## src/rtl/key_led_ctrl.sv

```systemverilog
// ---------------------------------------------------------------------------
// key_led_ctrl
//
// Per-channel push-button to LED controller. Each key is synchronised,
// debounced and edge-detected. Every press steps that channel's mode
// OFF -> ON -> BLINK -> OFF. All blinking channels share one phase
// generator, so they blink in step with each other.
//
// Optional feature macro: KLED_LONGPRESS_EN
//   When defined, holding any debounced key low for LONG_CYC cycles
//   forces every channel to OFF. This happens once per hold, and the
//   feature re-arms only after that key is released.
//
// Parameters
//   NCH      : number of key/LED channels (1..16)
//   TICK_CYC : blink half-period in clk cycles (>= 2)
//   DEB_CYC  : debounce stability window in clk cycles (>= 1)
//   LONG_CYC : long-press threshold in clk cycles (long-press build only)
//
// Ports
//   clk   : system clock, sole clock domain
//   rst   : synchronous active-high reset
//   key   : [NCH-1:0]   asynchronous active-low push buttons (0 = pressed)
//   led   : [NCH-1:0]   registered active-high LED drive
//   mode  : [2*NCH-1:0] registered channel modes, channel i at [2i+1:2i]
//           (OFF=0, ON=1, BLINK=2)
// ---------------------------------------------------------------------------
module key_led_ctrl #(
    parameter int NCH      = 4,
    parameter int TICK_CYC = 10_000_000,
    parameter int DEB_CYC  = 1_000_000,
    parameter int LONG_CYC = 100_000_000
) (
    input  logic             clk,
    input  logic             rst,
    input  logic [NCH-1:0]   key,
    output logic [NCH-1:0]   led,
    output logic [2*NCH-1:0] mode
);

    typedef enum logic [1:0] {
        OFF   = 2'd0,
        ON    = 2'd1,
        BLINK = 2'd2
    } mode_t;

    localparam int                TICK_W    = $clog2(TICK_CYC);
    localparam logic [TICK_W-1:0] TICK_LAST = TICK_W'(TICK_CYC - 1);
    localparam int                DEB_W     = (DEB_CYC > 1) ? $clog2(DEB_CYC) : 1;
    localparam logic [DEB_W-1:0]  DEB_LAST  = DEB_W'(DEB_CYC - 1);

    logic [TICK_W-1:0] tick_cnt_reg;
    logic              phase_reg;
    logic              all_off;

    // Shared blink time base: the counter wraps and the phase flips together.
    always_ff @(posedge clk) begin
        if (rst) begin
            tick_cnt_reg <= '0;
            phase_reg    <= 1'b0;
        end else if (tick_cnt_reg == TICK_LAST) begin
            tick_cnt_reg <= '0;
            phase_reg    <= ~phase_reg;
        end else begin
            tick_cnt_reg <= tick_cnt_reg + 1'b1;
        end
    end

`ifdef KLED_LONGPRESS_EN
    localparam int                LONG_W    = (LONG_CYC > 1) ? $clog2(LONG_CYC) : 1;
    localparam logic [LONG_W-1:0] LONG_LAST = LONG_W'(LONG_CYC - 1);

    logic [NCH-1:0] lp_hit;

    assign all_off = |lp_hit;
`else
    // LONG_CYC has no effect in this build. This comparison is always false,
    // so all_off is tied low.
    assign all_off = (LONG_CYC < 0);
`endif

    for (genvar gi = 0; gi < NCH; gi++) begin : g_ch
        logic             sync1_reg;
        logic             sync2_reg;
        logic             deb_reg;
        logic             deb_d_reg;
        logic             press_reg;
        logic [DEB_W-1:0] deb_cnt_reg;
        logic             led_reg;
        mode_t            mode_reg;
        mode_t            mode_next;

        // The synchroniser feeds the debouncer. The press pulse is registered
        // one cycle after the debounced falling edge. That extra stage sets the
        // fixed latency from key to mode.
        always_ff @(posedge clk) begin
            if (rst) begin
                sync1_reg   <= 1'b1;
                sync2_reg   <= 1'b1;
                deb_reg     <= 1'b1;
                deb_d_reg   <= 1'b1;
                press_reg   <= 1'b0;
                deb_cnt_reg <= '0;
            end else begin
                sync1_reg <= key[gi];
                sync2_reg <= sync1_reg;
                deb_d_reg <= deb_reg;
                press_reg <= deb_d_reg & ~deb_reg;
                if (sync2_reg == deb_reg) begin
                    deb_cnt_reg <= '0;
                end else if (deb_cnt_reg == DEB_LAST) begin
                    deb_reg     <= sync2_reg;
                    deb_cnt_reg <= '0;
                end else begin
                    deb_cnt_reg <= deb_cnt_reg + 1'b1;
                end
            end
        end

`ifdef KLED_LONGPRESS_EN
        logic [LONG_W-1:0] lp_cnt_reg;
        logic              lp_fired_reg;

        // A hold fires once. lp_fired_reg blocks further hits until the
        // debounced key returns high, which clears both the counter and the flag.
        assign lp_hit[gi] = ~deb_reg & ~lp_fired_reg & (lp_cnt_reg == LONG_LAST);

        always_ff @(posedge clk) begin
            if (rst || deb_reg) begin
                lp_cnt_reg   <= '0;
                lp_fired_reg <= 1'b0;
            end else if (lp_hit[gi]) begin
                lp_fired_reg <= 1'b1;
            end else if (!lp_fired_reg) begin
                lp_cnt_reg <= lp_cnt_reg + 1'b1;
            end
        end
`endif

        always_ff @(posedge clk) begin
            if (rst) begin
                mode_reg <= OFF;
            end else begin
                mode_reg <= mode_next;
            end
        end

        // A long-press all-off wins over a press pulse in the same cycle.
        always_comb begin
            mode_next = mode_reg;
            if (all_off) begin
                mode_next = OFF;
            end else begin
                case (mode_reg)
                    OFF:     if (press_reg) mode_next = ON;
                    ON:      if (press_reg) mode_next = BLINK;
                    BLINK:   if (press_reg) mode_next = OFF;
                    default: mode_next = OFF;
                endcase
            end
        end

        // The LED follows mode and phase one cycle later. So when both change
        // on the same edge, the LED shows the new values of each.
        always_ff @(posedge clk) begin
            if (rst) begin
                led_reg <= 1'b0;
            end else begin
                led_reg <= (mode_reg == ON) || ((mode_reg == BLINK) && phase_reg);
            end
        end

        assign mode[2*gi +: 2] = mode_reg;
        assign led[gi]         = led_reg;
    end

endmodule

```

## config.mk

```make
export PLATFORM = sky130hd
export DESIGN_NAME = key_led_ctrl
export DESIGN_NICKNAME = d
export VERILOG_FILES = /design/src/rtl/key_led_ctrl.sv
export SDC_FILE = /design/constraint.sdc
export NUM_CORES = 1
export LEC_CHECK = 0
export ABC_AREA = 1
export CORE_ASPECT_RATIO = 0.75
export CORE_MARGIN = 2
export CORE_UTILIZATION = 45
export CTS_CLUSTER_SIZE = 25
export DETAILED_ROUTE_END_ITERATION = 12
export GPL_ROUTABILITY_DRIVEN = 0
export PLACE_DENSITY_LB_ADDON = 0.15
export SETUP_SLACK_MARGIN = 0.1
export SLEW_MARGIN = 20
export SYNTH_ARGS = -nofsm -noshare
export SYNTH_HDL_FRONTEND = slang
export SYNTH_SLANG_ARGS = --single-unit
export TNS_END_PERCENT = 100
```

## constraint.sdc

```tcl
create_clock -name clk -period 1.6 [get_ports clk]
set_clock_uncertainty 0.15 [all_clocks]
set_input_delay 0.32 -clock clk [delete_from_list [all_inputs] [get_ports clk]]
set_output_delay 0.32 -clock clk [all_outputs]
set_load 0.1 [all_outputs]
```

==> results of run 1 <==
metal layers:
layer | GRT usage | up-vias | routed length, um | part of all wire
met3 | 0.0415 | 22 | 790 | 0.048
li1 | - | 3089 | - | -
met4 | 0.0700 | 0 | 235 | 0.014
met5 | 0 | - | 0 | 0
met2 | 0.294 | 140 | 7210 | 0.44
met1 | 0.296 | 2769 | 8070 | 0.49
worst register-to-register path: stages (launching register included):
cell and delay, ns:
dfxtp_1 0.38, nand2_2 0.11, nor2_1 0.11, nand2_1 0.08
nor2_2 0.15, nand2_1 0.08, nand2_2 0.10, buf_6 0.13
clkbuf_16 0.15, nor2_1 0.04
metrics by stage:
| step | setup WS [ns] | hold WS (ns) | instances |
|---|---|---|---|
| global route | -0.0322 | 0.269 | 1208 |
| floorplan | 0.0761 | 0.239 | 904 |
| global placement | -0.236 | 0.241 | 1136 |
| finish | 0.0214 | 0.257 | 1208 |
| CTS | 0.0450 | 0.259 | 1186 |
| detailed placement | -0.255 | 0.246 | 1136 |
area by class of cell:
cell class | count | area [um^2] | area share
clock buffers | 26 | 519 | 0.0557
clock inverters | 6 | 85.1 | 0.00913
inverters | 77 | 292 | 0.0313
multi-input cells | 678 | 4180 | 0.448
flip-flops and latches | 137 | 2810 | 0.301
well taps | 175 | 219 | 0.0235
repair buffers | 109 | 1220 | 0.131
kinds of logic (layout without fill, tap and decap cells):
kind of cell	Yosys count	in the layout
and+or+nand+nor	556	558
DFF	137	137
buffers and inverters	91	218
AOI/OAI and AO/OA	67	67
xor gates and xnor gates	48	48
adders and majority gates	5	5
placed cells by master (no fill, tap or decap), types with 4 or more instances in the layout:
| cell type | instances |
|---|---|
| buf_4 | 70 |
| dfxtp_1 | 101 |
| a21oi_1 | 14 |
| nand4_1 | 17 |
| dfxtp_2 | 29 |
| nand3_2 | 12 |
| buf_12 | 16 |
| inv_1 | 66 |
| nor2_2 | 41 |
| nor2_1 | 125 |
| a211oi_1 | 4 |
| clkbuf_16 | 23 |
| ha_4 | 5 |
| dfxtp_4 | 7 |
| o21ai_0 | 9 |
| nor2_4 | 48 |
| clkdlybuf4s50_1 | 5 |
| o21bai_1 | 5 |
| o21ai_1 | 4 |
| clkbuf_8 | 6 |
| xnor2_1 | 20 |
| nand3b_1 | 7 |
| buf_6 | 9 |
| or2_2 | 20 |
| nand2_8 | 5 |
| inv_2 | 9 |
| nand2_1 | 200 |
| nand2_2 | 14 |
| nand3_4 | 7 |
| a21oi_2 | 27 |
| nand2_4 | 5 |
| nand3_1 | 42 |
| xor2_1 | 24 |
repair_timing:
action                     4_1_cts  5_1_grt
setup endpoints to repair      106      113
resized for setup               51      238
buffers inserted                15       16
gates cloned                     3        8
hold buffers                     0        0
pin swaps                       12       43
how the worst max path moves through the flow:
stage	to	cells past startpoint	start
global placement	g_ch[1].deb_cnt_reg[2]$_SDFF_PP0_	5	rst
floorplan	g_ch[0].deb_cnt_reg[18]$_SDFF_PP0_	9	g_ch[0].deb_cnt_reg[0]$_SDFF_PP0_
CTS	g_ch[3].deb_cnt_reg[11]$_SDFF_PP0_	8	g_ch[3].deb_cnt_reg[0]$_SDFF_PP0_
finish	tick_cnt_reg[9]$_SDFF_PP0_	9	tick_cnt_reg[19]$_SDFF_PP0_
global route	g_ch[3].deb_cnt_reg[16]$_SDFF_PP0_	8	g_ch[3].deb_cnt_reg[0]$_SDFF_PP0_
detailed placement	g_ch[1].deb_cnt_reg[16]$_SDFF_PP0_	5	rst
power groups by stage:
stage	sequential (mW)	combinational (mW)	clock (mW)
after floorplan	3.51	0.0635	0
final	3.44	0.233	3.98
after global routing	3.44	0.248	4.17
after detailed placement	3.52	0.120	0
after CTS	3.44	0.147	4.03
after global placement	3.51	0.119	0
==> metrics.md, run 1 <==
| Metric | Value |
|---|---|
| Status | finished, final reports clean |
| Sink Count | approximately 140 |
| Post-Synth Adder-Cell Area | 0.00988 |
| #FFs+latches synth | ~140 |
| Global-route wire length before repair | 24.5 mm |
| Top cell type by total area after synthesis | dfxtp_1 |
| Initial antenna violation count | 0 |
| Distinct cells, synth | 33 |
| Tot GR Track Use | 0.202 |
| Detailed Routing Iterations Pass 1 | 8 |
| Pwr per Cell Area | approximately 800 nW/um^2 |
| Worst EP arrival | roughly 1.7 ns |
| DPL Wire Length | 9.73 mm |
| 1st-iter DRT viols | between 400 and 500 |
| Placement Cell Area | roughly 7200 um^2 |
| Design area | between 9000 and 10000 um^2 |
| Flop-to-flop setup slack | between 0.02 and 0.025 ns |
| Synth area leaders | dfxtp_1, nand2_1, nor2_1 |
| Nets | about 1000 |
| Depth of the worst hold-timing path | 2 |
| Worst Hold End | g_ch[3].press_reg$_SDFF_PP0_ |
| Total CTS buffers | 17 |
| Mapped Area | ~6300 um^2 |
| Post-route antenna net violation count | 0 |
| Gr ovfl total | 0 |
| Final hold violations | 0 |
| F_max | 633 MHz |
| Clk_lat worst skew | ~0.42 ns |
| IO buf count | 17 |
| Hold_sp | g_ch[3].deb_d_reg$_SDFF_PP1_ |
| Seq/Total Area, Yosys | 0.433 |
| Largest net degree at the start of global routing | 21 |
| Worst EP required | approximately 1.8 ns |
| Critical Path Slowest Stage Cell | dfxtp_1 |
| Minimum clock period | 1.58 ns |
| FILL cells | between 1000 and 1500 |
| Vias | roughly 6000 |
| Vert. Die Dim | about 110 um |
| Crit end category | flop |
| Reg2reg path depth | 9 |
| Slew headroom | 0.780 |
| IO Count | 18 |
| Worst VDD drop | around 0.9 mV |
| Synthesis warning total | 0 |
| Xor and xnor area share after synthesis | 0.0664 |
| Final setup TNS | 0 ns |
| Kind of critical path | reg2reg |
| Worst-path maximum fanout | 6 |
| Max FFs per register | 80 |
| Primary FF master, synth | dfxtp_1 |
| Routed WL per cell | 13.5 um |
| Sequential power share | 0.449 |
| Period utilization | 0.987 |
| Vias in the first global route | about 5300 |
| Count leader, synth | nand2_1 |
| Total power | 7.65 mW |
| Synth Area in Simple Gates | 0.371 |
| Syn_nets | 915 |
| Critical R2R Capture | tick_cnt_reg[9]$_SDFF_PP0_ |
| Sw frac | 0.205 |
| Delay-heaviest family, CP | simple AND/OR/NAND/NOR gates |
| Avg Inst Size Synth | ~7.0 um^2 |
| Logic gate share of total power | 0.031 |
| Core area | around 14000 um^2 |
| RSZ-0062 raised after global routing | true |
| Compound-gate portion of the synthesized area | 0.0581 |
| FF-to-FF Start | tick_cnt_reg[19]$_SDFF_PP0_ |
| P&R area growth vs syn | 47.0% |
| Worst Path Buf+Inv | 2 |
| Async SR Flop Fraction | 0 |
| Hold Crit Class | reg2reg |
| Clk buf depth | 2 |
| Startpoint Class | flop |
| Overall die width | roughly 140 um |
| Vias per inst | around 5.0 |
| Layout cells sized above 1 | 0.363 |
| Clk pin slew, worst setup/hold paths | 0.06 ns |
| CTS H-tree lvls | 4 |
| Post-synth EDFFs | 0 |
| Main combinational cell family by area after synthesis | simple AND/OR/NAND/NOR gates |
| Max Transition Viols Final | 0 |
| Mapped Cells | roughly 900 |
| Count of final setup violators | 0 |
| P_int | between 6 and 7 mW |
| Max-cap violations | 0 |
| ANT cells | 0 |
| Synth cell count leaders | nand2_1, nor2_1, dfxtp_1 |
| Leakage power | ~3.0 nW |
| DR DRC count | 0 |
| Area of the die | about 15000 um^2 |
| CTS tree | built |
| CTS Root Cell | clkbuf_16 |
| Crit path largest cell delay | approximately 0.38 ns |
| Cell row count | 37 |
| Clock power share | 0.520 |
| Yosys top cell area share | 0.433 |
| Fraction of synthesized area in multiplexers | 0 |
| Sw power | about 1.6 mW |
| Worst-Margin Slew | between 0.3 and 0.4 ns |
| Utilization after layout | 0.677 |
| Crit-path cells | nand2_2, nor2_1, nand2_1, nor2_2, nand2_1, nand2_2, buf_6, clkbuf_16, nor2_1 |
| DRT Wirelength | around 16 mm |
| Starting Density | 0.461 |
Power figures use the tool's default switching activity.
==> run 2: changes to the inputs <==
--- a/config.mk
+++ b/config.mk
@@ -6,6 +6,7 @@
 export NUM_CORES = 1
 export LEC_CHECK = 0
 export ABC_AREA = 1
+export CAP_MARGIN = 15
 export CORE_ASPECT_RATIO = 0.75
 export CORE_MARGIN = 2
 export CORE_UTILIZATION = 45
==> results of run 2 <==
No change in the layout: final DEF, timing and power equal those of run 1.
==> run 3: changes to the inputs <==
--- a/config.mk
+++ b/config.mk
@@ -13,7 +13,8 @@
 export CTS_CLUSTER_SIZE = 25
 export DETAILED_ROUTE_END_ITERATION = 12
 export GPL_ROUTABILITY_DRIVEN = 0
-export PLACE_DENSITY_LB_ADDON = 0.15
+export MAX_ROUTING_LAYER = met4
+export PLACE_DENSITY = 0.71
 export SETUP_SLACK_MARGIN = 0.1
 export SLEW_MARGIN = 20
 export SYNTH_ARGS = -nofsm -noshare
==> run 3 against run 2 <==
  * Clock-buffer cell count shrank 4
  * Global-route usage shrank 0.13 points
  * Via count shrank 0.90%
  * Non-clock buffer count shrank 12
  * Cell count shrank 1.2%
  * Design area shrank 3.4%
  * Core utilization shrank 2.3 points
  * Combinational power shrank 14%
  * Sequential power is essentially flat
  * Setup slack gained 0.041 ns
  * Flip-flop and latch count is the same
  * Register-to-register slack gained 0.04 ns
==> metrics.md, run 3 (synthesis results as in run 1) <==
| Metric | Value |
|---|---|
| Status | finished, final reports clean |
| Crit end category | flop |
| Sink Count | about 140 |
| Dpl cells | 1125 |
| Period utilization | 0.961 |
| Post-route antenna net violation count | 0 |
| Worst hold slack | 0.260 ns |
| Total power | roughly 7.9 mW |
| FILL cells | between 1000 and 1500 |
| Kind of critical path | reg2reg |
| Global-route wire length before repair | approximately 24 mm |
| Worst-path maximum fanout | 6 |
| Vias per inst | approximately 5.0 |
| Worst EP required | 1.75 ns |
| Worst VDD drop | between 0.6 and 0.7 mV |
| Initial antenna violation count | 0 |
| DPL Wire Length | 9.57 mm |
| Vert. Die Dim | 107 um |
| Vias in the first global route | roughly 5300 |
| Critical R2R Capture | tick_cnt_reg[6]$_SDFF_PP0_ |
| Routed WL per cell | around 13 um |
| Layout cells sized above 1 | 0.343 |
| Detailed Routing Iterations Pass 1 | 5 |
| Starting Density | 0.461 |
| Clk buf depth | 2 |
| Tot GR Track Use | 0.200 |
| RSZ-0062 raised after global routing | true |
| Core area | about 14000 um^2 |
| Most common cell after layout, fill and taps aside | nand2_1 |
| Non-filler cells, final | roughly 1200 |
| Depth of the worst hold-timing path | 2 |
| IO buf count | 17 |
| Area of the die | around 15000 um^2 |
| DR DRC count | 0 |
| Vias | around 6000 |
| Nets | ~1000 |
| Clk_lat worst skew | a little over 0.4 ns |
| Worst EP arrival | 1.69 ns |
| 1st-iter DRT viols | between 400 and 500 |
| CTS H-tree lvls | 4 |
| Max FFs per register | 80 |
| Hold Crit Class | reg2reg |
| Startpoint Class | flop |
| CTS Root Cell | clkbuf_16 |
| IO Count | 18 |
| Hold_sp | g_ch[0].deb_d_reg$_SDFF_PP1_ |
| Cell row count | 37 |
| ANT cells | 0 |
| Final setup TNS | 0 ns |
| Max-cap violations | 0 |
| Total CTS buffers | 17 |
| Pwr per Cell Area | between 800 and 900 nW/um^2 |
| Count of final setup violators | 0 |
| Gr ovfl total | 0 |
| Worst Hold End | g_ch[0].press_reg$_SDFF_PP0_ |
| Overall die width | about 140 um |
| Commonest cells after routing, fill and taps aside | nand2_1, nor2_1, dfxtp_1 |
| Reg2reg path depth | 9 |
| Minimum clock period | 1.54 ns |
| DRT Wirelength | approximately 16 mm |
| Max Transition Viols Final | 0 |
| Flop-to-flop setup slack | 0.06 ns |
| CTS tree | built |
| Worst setup margin | between 0.06 and 0.07 ns |
| Largest net degree at the start of global routing | 21 |
| Leakage power | 2.95 nW |
| Place WS | -0.259 ns |
| Worst-Margin Slew | roughly 0.39 ns |
| P&R area growth vs syn | 42.1% |
| Final hold violations | 0 |
| F_max | 650 MHz |
| FF-to-FF Start | tick_cnt_reg[15]$_SDFF_PP0_ |
| Clk pin slew, worst setup/hold paths | about 0.06 ns |
| Slew headroom | 0.741 |
## run 3: layout make-up
type / count / area (um^2) / area share
well taps: 175 / 219 / 0.0243
repair buffers: 97 / 1110 / 0.123
inverters: 77 / 292 / 0.0324
multi-input cells: 676 / 3920 / 0.436
clock buffers: 22 / 484 / 0.0538
clock inverters: 10 / 164 / 0.0182
flip-flops and latches: 137 / 2810 / 0.312
## run 3: per-stage QoR
| stage | area [um^2] | util |
|---|---|---|
| 5_1_grt | 9000 | 0.655 |
| 4_1_cts | 8090 | 0.588 |
| 3_3_place_gp | 7190 | 0.523 |
| 6_report | 9000 | 0.655 |
| 2_1_floorplan | 6390 | - |
| 3_5_place_dp | 7190 | 0.523 |
## run 3: what timing repair did
item | in CTS | in global routing
setup endpoints to repair | 106 | 111
cloned | 1 | 8
endpoints found under the hold margin | 0 | 0
hold buffers | 0 | 0
pin swaps | 12 | 36
resized for setup | 47 | 186
setup buffers | 9 | 21
## run 3: metal layers
metal | wire [um] | track usage | vias to the layer above | share of wire
li1 | - | - | 3066 | -
met1 | 7490 | 0.273 | 2724 | 0.48
met2 | 7210 | 0.297 | 158 | 0.46
met3 | 741 | 0.0447 | 18 | 0.047
met4 | 212 | 0.0664 | 0 | 0.014
met5 | 0 | - | - | 0
## run 3: how the worst max path moves through the flow
stage	from	to	slack, ns	cells after the start
finish	tick_cnt_reg[15]$_SDFF_PP0_	tick_cnt_reg[6]$_SDFF_PP0_	0.06	9
global route	g_ch[2].deb_cnt_reg[12]$_SDFF_PP0_	g_ch[2].deb_cnt_reg[19]$_SDFF_PP0_	-0.05	6
detailed placement	rst	tick_cnt_reg[16]$_SDFF_PP0_	-0.26	6
global placement	rst	g_ch[2].deb_cnt_reg[11]$_SDFF_PP0_	-0.24	7
floorplan	g_ch[0].deb_cnt_reg[0]$_SDFF_PP0_	g_ch[0].deb_cnt_reg[18]$_SDFF_PP0_	0.08	9
CTS	tick_cnt_reg[0]$_SDFF_PP0_	tick_cnt_reg[23]$_SDFF_PP0_	0.05	9
## run 3: critical path, stage by stage, from the launching register on
cell and delay (ns):
dfxtp_2 0.36, nand2_1 0.07, nor2_1 0.12, nand2_1 0.10, nor2_2 0.17, nand2_2 0.08
nand2_4 0.10, buf_12 0.11, buf_16 0.12, a21oi_2 0.04
## run 3: power by group
part           switching [mW]  internal, mW  total, mW
sequential             0.0165          3.43       3.45
combinational          0.0957         0.106      0.201
clock                    1.46          2.78       4.24
